File: src/rtl/loader_pkg.sv
// Shared types and constants for the program loader.
//   loader_state_t : loader FSM states (IDLE, LOAD, CHECK, RUN)
//   WORD_BYTES     : byte stride between consecutive instruction words
package loader_pkg;

    typedef enum logic [1:0] {
        IDLE  = 2'd0,
        LOAD  = 2'd1,
        CHECK = 2'd2,
        RUN   = 2'd3
    } loader_state_t;

    localparam int WORD_BYTES = 4;

endpackage

File: src/rtl/loader_checksum.sv
// Running image checksum for the program loader.
// Keeps sum = sum of accumulated words mod 2**DATA_WIDTH and compares it
// against a candidate word.
// Ports:
//   i_clk, i_reset_n : clock, asynchronous active-low reset
//   i_clear          : zero the sum (new session); wins over i_acc_en
//   i_acc_en         : add i_acc_data to the sum this cycle
//   i_acc_data       : word to accumulate
//   i_cmp_data       : candidate checksum word
//   o_match          : combinational, i_cmp_data equals the current sum
module loader_checksum #(
    parameter int DATA_WIDTH = 32
) (
    input  logic                  i_clk,
    input  logic                  i_reset_n,
    input  logic                  i_clear,
    input  logic                  i_acc_en,
    input  logic [DATA_WIDTH-1:0] i_acc_data,
    input  logic [DATA_WIDTH-1:0] i_cmp_data,
    output logic                  o_match
);

    logic [DATA_WIDTH-1:0] sum_q;

    always_ff @(posedge i_clk or negedge i_reset_n) begin
        if (!i_reset_n) begin
            sum_q <= '0;
        end else if (i_clear) begin
            sum_q <= '0;
        end else if (i_acc_en) begin
            sum_q <= sum_q + i_acc_data;
        end
    end

    assign o_match = (i_cmp_data == sum_q);

endmodule

File: src/rtl/program_loader.sv
// Boot loader: streams program words into the instruction memory and holds
// the CPU in reset until a complete image has been written.
// Optional feature macro: PROGRAM_LOADER_CHECKSUM_EN. When defined, one extra
// stream word after the image carries the expected sum of the image words;
// the core is released only if it matches.
// Ports:
//   i_clk, i_reset_n     : clock (rising edge), asynchronous active-low reset
//   i_start              : request a new load session (honoured in IDLE/RUN)
//   i_word_count         : image length in words, sampled with i_start
//   i_s_data/i_s_valid   : incoming word stream
//   o_s_ready            : loader accepts a stream word
//   o_mem_we/addr/wdata  : instruction-memory write port (byte address)
//   o_core_reset_n       : active-low reset to the core
//   o_busy               : session in progress (LOAD or CHECK)
//   o_done               : one-cycle pulse when the core is released
//   o_error              : one-cycle pulse on bad count or checksum mismatch
//   o_state              : current FSM state (debug)
//
// Stream handshake: a word transfers in any cycle where i_s_valid and
// o_s_ready are both high at the rising edge. o_s_ready does not depend on
// i_s_valid; the source may raise or drop i_s_valid freely and must hold
// i_s_data stable while i_s_valid is high and no transfer has happened.
module program_loader
    import loader_pkg::*;
#(
    parameter int DATA_WIDTH = 32,
    parameter int ADDR_WIDTH = 10,
    parameter int MAX_WORDS  = 256,
    parameter int BASE_ADDR  = 0
) (
    input  logic                               i_clk,
    input  logic                               i_reset_n,
    input  logic                               i_start,
    input  logic [$clog2(MAX_WORDS+1)-1:0]     i_word_count,
    input  logic [DATA_WIDTH-1:0]              i_s_data,
    input  logic                               i_s_valid,
    output logic                               o_s_ready,
    output logic                               o_mem_we,
    output logic [ADDR_WIDTH-1:0]              o_mem_addr,
    output logic [DATA_WIDTH-1:0]              o_mem_wdata,
    output logic                               o_core_reset_n,
    output logic                               o_busy,
    output logic                               o_done,
    output logic                               o_error,
    output loader_state_t                      o_state
);

    localparam int CW = $clog2(MAX_WORDS + 1);
    localparam logic [CW-1:0]         MAX_CNT = CW'(MAX_WORDS);
    localparam logic [ADDR_WIDTH-1:0] BASE_A  = ADDR_WIDTH'(BASE_ADDR);

    // The whole image must fit in the write port; addresses never wrap.
    if (BASE_ADDR + WORD_BYTES * (MAX_WORDS - 1) >= (1 << ADDR_WIDTH)) begin : g_addr_range_check
        $error("program_loader: image does not fit in ADDR_WIDTH address space");
    end

    loader_state_t state_q;
    logic [CW-1:0] count_q;
    logic [CW-1:0] idx_q;

    logic hs;
    logic count_ok;
    logic last_word;

    assign hs        = i_s_valid && o_s_ready;
    assign count_ok  = (i_word_count != '0) && (i_word_count <= MAX_CNT);
    assign last_word = (idx_q == count_q - 1'b1);
    assign o_state   = state_q;

`ifdef PROGRAM_LOADER_CHECKSUM_EN
    logic sum_match;
    logic start_ok;

    assign start_ok = i_start && count_ok && (state_q == IDLE || state_q == RUN);

    loader_checksum #(
        .DATA_WIDTH (DATA_WIDTH)
    ) u_checksum (
        .i_clk      (i_clk),
        .i_reset_n  (i_reset_n),
        .i_clear    (start_ok),
        .i_acc_en   (hs && (state_q == LOAD)),
        .i_acc_data (i_s_data),
        .i_cmp_data (i_s_data),
        .o_match    (sum_match)
    );
`else
    // Set on the last image handshake: the write goes out in the next cycle,
    // the core is released one cycle after that.
    logic release_q;
`endif

    always_ff @(posedge i_clk or negedge i_reset_n) begin
        if (!i_reset_n) begin
            state_q        <= IDLE;
            count_q        <= '0;
            idx_q          <= '0;
            o_s_ready      <= 1'b0;
            o_mem_we       <= 1'b0;
            o_mem_addr     <= '0;
            o_mem_wdata    <= '0;
            o_core_reset_n <= 1'b0;
            o_busy         <= 1'b0;
            o_done         <= 1'b0;
            o_error        <= 1'b0;
`ifndef PROGRAM_LOADER_CHECKSUM_EN
            release_q      <= 1'b0;
`endif
        end else begin
            // Pulse outputs default low every cycle.
            o_mem_we <= 1'b0;
            o_done   <= 1'b0;
            o_error  <= 1'b0;

            case (state_q)
                IDLE, RUN: begin
                    if (i_start) begin
                        if (count_ok) begin
                            state_q        <= LOAD;
                            count_q        <= i_word_count;
                            idx_q          <= '0;
                            o_s_ready      <= 1'b1;
                            o_busy         <= 1'b1;
                            o_core_reset_n <= 1'b0;
                        end else begin
                            o_error <= 1'b1;
                        end
                    end
                end

                LOAD: begin
`ifndef PROGRAM_LOADER_CHECKSUM_EN
                    if (release_q) begin
                        release_q      <= 1'b0;
                        state_q        <= RUN;
                        o_core_reset_n <= 1'b1;
                        o_done         <= 1'b1;
                        o_busy         <= 1'b0;
                    end
`endif
                    if (hs) begin
                        o_mem_we    <= 1'b1;
                        o_mem_addr  <= BASE_A + ADDR_WIDTH'(idx_q) * ADDR_WIDTH'(WORD_BYTES);
                        o_mem_wdata <= i_s_data;
                        idx_q       <= idx_q + 1'b1;
                        if (last_word) begin
`ifdef PROGRAM_LOADER_CHECKSUM_EN
                            state_q <= CHECK;
`else
                            o_s_ready <= 1'b0;
                            release_q <= 1'b1;
`endif
                        end
                    end
                end

                CHECK: begin
`ifdef PROGRAM_LOADER_CHECKSUM_EN
                    // The checksum word is consumed here and never written.
                    if (hs) begin
                        o_s_ready <= 1'b0;
                        o_busy    <= 1'b0;
                        if (sum_match) begin
                            state_q        <= RUN;
                            o_core_reset_n <= 1'b1;
                            o_done         <= 1'b1;
                        end else begin
                            state_q <= IDLE;
                            o_error <= 1'b1;
                        end
                    end
`else
                    state_q   <= IDLE;
                    o_s_ready <= 1'b0;
                    o_busy    <= 1'b0;
`endif
                end

                default: state_q <= IDLE;
            endcase
        end
    end

endmodule
File: config.mk
export PLATFORM = sky130hd
export DESIGN_NAME = program_loader
export DESIGN_NICKNAME = d
export VERILOG_FILES = /design/src/rtl/loader_pkg.sv /design/src/rtl/loader_checksum.sv /design/src/rtl/program_loader.sv
export SDC_FILE = /design/constraint.sdc
export NUM_CORES = 1
export LEC_CHECK = 0
export ABC_AREA = 0
export CAP_MARGIN = 20
export CORE_ASPECT_RATIO = 0.75
export CORE_MARGIN = 1
export CORE_UTILIZATION = 42
export CTS_CLUSTER_SIZE = 10
export DETAILED_ROUTE_END_ITERATION = 10
export PLACE_DENSITY = 0.86
export RECOVER_POWER = 50
export SLEW_MARGIN = 25
export SYNTH_ARGS = -nofsm -noshare
export SYNTH_HDL_FRONTEND = slang
export SYNTH_HIERARCHICAL = 1
export SYNTH_SLANG_ARGS = --single-unit
export TNS_END_PERCENT = 50
File: constraint.sdc
create_clock -name i_clk -period 2 [get_ports i_clk]
set_input_delay 0.2 -clock i_clk [delete_from_list [all_inputs] [get_ports i_clk]]
set_output_delay 0.2 -clock i_clk [all_outputs]
set_load 0.1 [all_outputs]
* After elaboration in Yosys (flattened, before gate mapping)
Index checks and enable logic that the tools add are counted.
** Cells by class
- Add/sub/neg operators :: 2
- Magnitude comparators :: 1
- Eq/ne operators :: 9
- Muxes and demuxes :: 28
- Reductions and logical operators :: 12
** Operators with widths (count)
- $mux W9 :: 3
- $pmux W9 S2 :: 1
- $mux W1 :: 17
- $reduce_and A4 Y1 :: 3
- $ne A2 B2 Y1 const B :: 5
- $add A9 B1 Y9 const B :: 1
- $eq A9 B9 Y1 :: 1
- $le A9 B9 Y1 const B :: 1
- $reduce_bool A9 Y1 :: 1
- $sub A9 B1 Y9 const B :: 1
- $mux W2 :: 3
- $pmux W1 S3 :: 2
- $pmux W2 S3 :: 1
- $reduce_and A3 Y1 :: 2
- $eq A2 B2 Y1 const B :: 2
- $eq A2 B1 Y1 const B :: 1
- $logic_and A1 B1 Y1 :: 2
- $logic_not A2 Y1 :: 1
- $pmux W1 S2 :: 1
- $reduce_and A2 Y1 :: 1
- $reduce_bool A2 Y1 :: 1
- $reduce_or A2 Y1 :: 1
** Word-level totals
- Flip-flop bits (word level) :: 67
- Output and inout bits :: 50
- Word-level logic and storage cells :: 64

* Logic depth before layout (Yosys ltp)
- Word-level depth :: 5
- Gate-level depth with buffers :: 8
- Depth with buffers taken out :: 7

* Worst setup path before layout
No wires, ideal clock.
- Kind :: reg-to-reg
- Start point :: reg state_q[1], in the netlist o_state[1]
- End point :: reg idx_q[8]
- Library setup time :: 78 ps
- Data arrival time :: 2524 ps
- Data required time :: 1922 ps
- Path slack :: -602 ps
- Stages on the path, launching flop included :: 9
- Path buffers :: 1
- Period minus slack after synthesis :: 2602 ps
- Cell sequence :: dfrtp_1 inv_1 ha_1 clkbuf_1 a21boi_0 nor4_1 nand4_1 or3_1 a21oi_1
** On the way
- Cells in the longest elaborated chain, start to end :: 4
- Elaborated cells on any way between the ends :: 10
- Classes of those cells :: eq/ne (5); mux (1); reduce/logical (4)
** RTL lines
- from (decl) :: line program_loader.sv:57 : loader_state_t state_q;
- from (signal assigned) :: line program_loader.sv:95 : state_q <= IDLE;
- from (signal assigned) :: line program_loader.sv:119 : state_q <= LOAD;
- from (signal assigned) :: line program_loader.sv:135 : state_q <= RUN;
- $eq A2 B2 Y1 / $logic_not A2 Y1 (equally long branches) :: line program_loader.sv:115 : case (state_q)
- $reduce_or A2 Y1 :: line program_loader.sv:115
- $ne A2 B2 Y1 (no source line) / $reduce_bool A2 Y1 (equally long branches)
- $reduce_and A4 Y1 (no source line)
- to (signal assigned) :: line program_loader.sv:145 : idx_q <= idx_q + 1'b1;
- to (decl) :: line program_loader.sv:59 : logic [CW-1:0] idx_q;
Parallel ways exist; a longest one is shown, timed or not.
A chain may end at the register's enable or synchronous reset.

* Worst setup path after layout
- Start point :: reg count_q[5]
- End point :: reg o_s_ready
** On the way
- Cells in the longest elaborated chain, start to end :: 4
** RTL lines
- from (decl) :: line program_loader.sv:58 : logic [CW-1:0] count_q;
- from (signal assigned) :: line program_loader.sv:120 : count_q <= i_word_count;
- $sub A9 B1 Y9 :: line program_loader.sv:67 : assign last_word = (idx_q == count_q - 1'b1);
- $eq A9 B9 Y1 :: line program_loader.sv:67
- $ne A2 B2 Y1 (no source line)
- $reduce_and A4 Y1 (no source line)
- to (signal assigned) :: line program_loader.sv:98 : o_s_ready <= 1'b0;
- to (signal assigned) :: line program_loader.sv:122 : o_s_ready <= 1'b1;
- to (signal assigned) :: line program_loader.sv:150 : o_s_ready <= 1'b0;
- to (decl) :: line program_loader.sv:37 : output logic o_s_ready,
Every way passes these cells.

==> results.py <==
metrics = {
    "min_path": {
        "hold_class": "in -> reg",
    },
    "clock_tree": {
        "cts-root-buf": "clkbuf_8",
        "tritoncts": "built",
        "cts_buffers": 9,
        "cts_buffer_depth": 2,
        "clock_latency_ns": 0.33,
        "clk_pin_slew_ns": 0.07,
        "cts.htree.levels": 3,
        "clock_sinks": 67,
    },
    "timing": {
        "hold_violations": 0,
        "max_clock_freq_mhz": 492,
        "fin_crit_sh_pct": 102,
        "finClkSkew_ns": 0.00892,
        "setup_violations": 3,
        "worst_slack_ns": -0.0338,
        "fin_crit_ns": 2.03,
        "rsz0062_at_grt": "yes",
        "tightest_slew_ns": 1.21,
        "max_slew_margin_pct": 19.6,
        "maxSlewViolCount": 0,
    },
    "routing": {
        "drt_wl_total_um": 7220,
        "routed.top_layer": "met4",
        "met3WireLength_um": 435,
        "vias": 2372,
        "ant_nets": 0,
        "drtIter0Drc": 122,
        "drcViolationCount": 0,
        "first_pass_iters": 6,
        "m1WireLength_um": 3310,
        "routed_via_density": 5.07,
        "wl_per_cell_um": 15.4,
        "wl_met2_um": 3430,
    },
    "logic_synthesis": {
        "synthMuxAreaShare_pct": 18.1,
        "synthSimpleGateAreaFrac_pct": 11.1,
        "synth_ff_type": "dfrtp_1",
        "syn_inst": 241,
        "synth_compound_area_share_pct": 7.06,
        "syn_area_um2": 3070,
        "ys_types": 50,
        "synth_edf_count": 0,
        "synthAdderAreaFrac_pct": 1.63,
        "synthArstFlopShare_pct": 100,
        "syn_avg_cell_area_um2": 12.7,
        "yosys_warnings": 6,
        "yosysSeqAreaShare_pct": 54.7,
        "synth_top_family_by_area": "multiplexers",
        "ys_seq_elements": 67,
        "synth_xor_area_share_pct": 4.29,
    },
    "cells_and_area": {
        "antennaDiodeCount": 0,
        "layout_common_cells": "dfrtp_1 (64), buf_4 (58), mux2_2 (41), clkdlybuf4s50_1 (41), clkbuf_2 (18)",
        "nets": 414,
        "layout_commonest_cell": "dfrtp_1",
        "fillers": 555,
        "register_area_um2": 1690,
        "area_growth_pct": 46.6,
        "multiInputGateArea_um2": 1460,
        "drive_above_1_share_pct": 45.7,
    },
    "status": {
        "violations": "setup timing",
        "status": "complete, but fails checks",
    },
    "setup_path": {
        "critPathMaxFanout": 4,
        "cp.arrival_ns": 2.26,
        "cp.required_ns": 2.22,
        "end_kind": "flip-flop",
        "path_cells": "or3_1 -> nor4_1 -> a22oi_1 -> o21a_1 -> o31a_1",
        "critPathSlowestCell": "dfrtp_1",
        "worstSetupStartpointType": "flip-flop",
        "crit_type": "reg -> reg",
        "cpPeakStageDelay_ns": 0.47,
    },
    "floorplan": {
        "core_um2": 6930,
        "row_count": 26,
        "ios": 95,
        "initial_core_util_pct": 44.2,
        "die_x_um": 101,
        "die_height_um": 76.0,
        "die_area_um2": 7650,
    },
    "run": {
        "drv_cap": 0,
    },
    "global_routing": {
        "track_usage_pct": 19.2,
        "grt-ovfl-total": 0,
        "grt_max_degree": 46,
        "antenna_found_initial": 0,
        "grt_pass1_vias": 2364,
        "grt_pass1_wl_um": 11400,
    },
    "placed_design": {
        "pre_cts_ws_ns": -0.416,
        "gp_congestion": 0.818,
        "hpwl_um": 5080,
        "io_buffers": 92,
    },
}
-- synthesized netlist by cell type, drive strengths merged, types with 2 or more instances --
cell type	number	area, µm²
nand3	4	20.0
and2	2	12.5
a21oi	4	20.0
nor3	4	20.0
nand4	6	37.5
xor2	5	43.8
a31oi	2	18.8
o21ai	9	45.0
nor2	7	26.3
or4	3	26.3
a21o	2	15.0
nand2b	5	31.3
nor4	3	18.8
a21boi	3	22.5
nor2b	5	31.3
dfrtp	67	1680
inv	6	22.5
xnor2	10	87.6
clkbuf	7	26.3
nand2	6	22.5
or3	6	42.5
o211ai	2	20.0
mux2	48	556
ha	4	50.1
o31ai	2	15.0
buf	4	37.5
-- critical path: cells and delay by family (launching register included) --
family / cells / cell delay, ns
simple gates: 2 / 0.84
compound gates: 3 / 0.61
flops: 1 / 0.47
-- kinds of logic (layout without fill, tap and decap cells) --
| kind of cell | count (synthesis) | in the layout |
|---|---|---|
| buffers and inverters | 18 | 146 |
| muxes | 48 | 48 |
| AOI/OAI and AO/OA | 31 | 31 |
| and+or+nand+nor | 57 | 57 |
| DFF | 67 | 67 |
| other | 1 | 2 |
| xor gates and xnor gates | 15 | 15 |
| adders and majority gates | 4 | 4 |
-- registers in the layout, summed over array words and instances (netlist names) --
name / cells
o_mem_wdata: 32
count_q: 9
idx_q: 9
o_mem_addr: 8
o_state: 2
o_busy: 1
o_core_reset_n: 1
o_done: 1
o_error: 1
o_mem_we: 1
o_s_ready: 1
release_q: 1
-- area by class of cell --
cell class / instances / area share [%]
repair buffers: 123 / 22.2
well taps: 98 / 2.73
multi-input cells: 157 / 32.6
flip-flops and latches: 67 / 37.5
clock buffers: 11 / 3.15
inverters: 7 / 0.640
clock inverters: 5 / 1.17
-- layer usage --
metal	GRT usage, %	up-vias
li1	-	1111
met1	26.1	1174
met2	29.5	81
met3	7.16	6
met4	3.77	0
met5	0	-
-- timing repair --
action	4_1_cts	5_1_grt
pin swaps	5	12
hold buffers	1	0
endpoints found under the hold margin	22	0
resized for setup	8	13
endpoints found under the setup margin	10	9
buffers inserted	2	6
-- through the flow --
| step | cell area, µm² | utilization, % | instances | TNS, ns | hold WS (ns) |
|---|---|---|---|---|---|
| final | 4490 | 64.8 | 468 | -0.0784 | 0.245 |
| after global placement | 4190 | 60.5 | 443 | -6.90 | 0.198 |
| after global routing | 4490 | 64.8 | 468 | -0.484 | 0.233 |
| after detailed placement | 4190 | 60.5 | 443 | -7.94 | 0.209 |
| after CTS | 4450 | 64.2 | 462 | 0 | 0.229 |
| after floorplan | 3160 | - | 242 | -0.257 | -0.0956 |
-- worst paths after layout --
check / slack [ns] / from / endpoint / cells after the start
min: 0.25 / i_word_count[5] / count_q[5]$_DFFE_PN0P_ / 2
min in group asynchronous: 0.64 / i_reset_n / o_state[0]$_DFFE_PN0P_ / 2
max in group asynchronous: 0.35 / i_reset_n / o_state[1]$_DFFE_PN0P_ / 3
max: -0.03 / count_q[5]$_DFFE_PN0P_ / o_s_ready$_DFFE_PN0P_ / 5
min reg2reg: 0.51 / o_mem_wdata[9]$_DFFE_PN0P_ / o_mem_wdata[9]$_DFFE_PN0P_ / 1
max reg2reg: -0.03 / count_q[5]$_DFFE_PN0P_ / o_s_ready$_DFFE_PN0P_ / 5
Power is left out: the tool's default activity adds up to more than one toggle a clock period on the data nets, which glitch-free logic cannot reach.
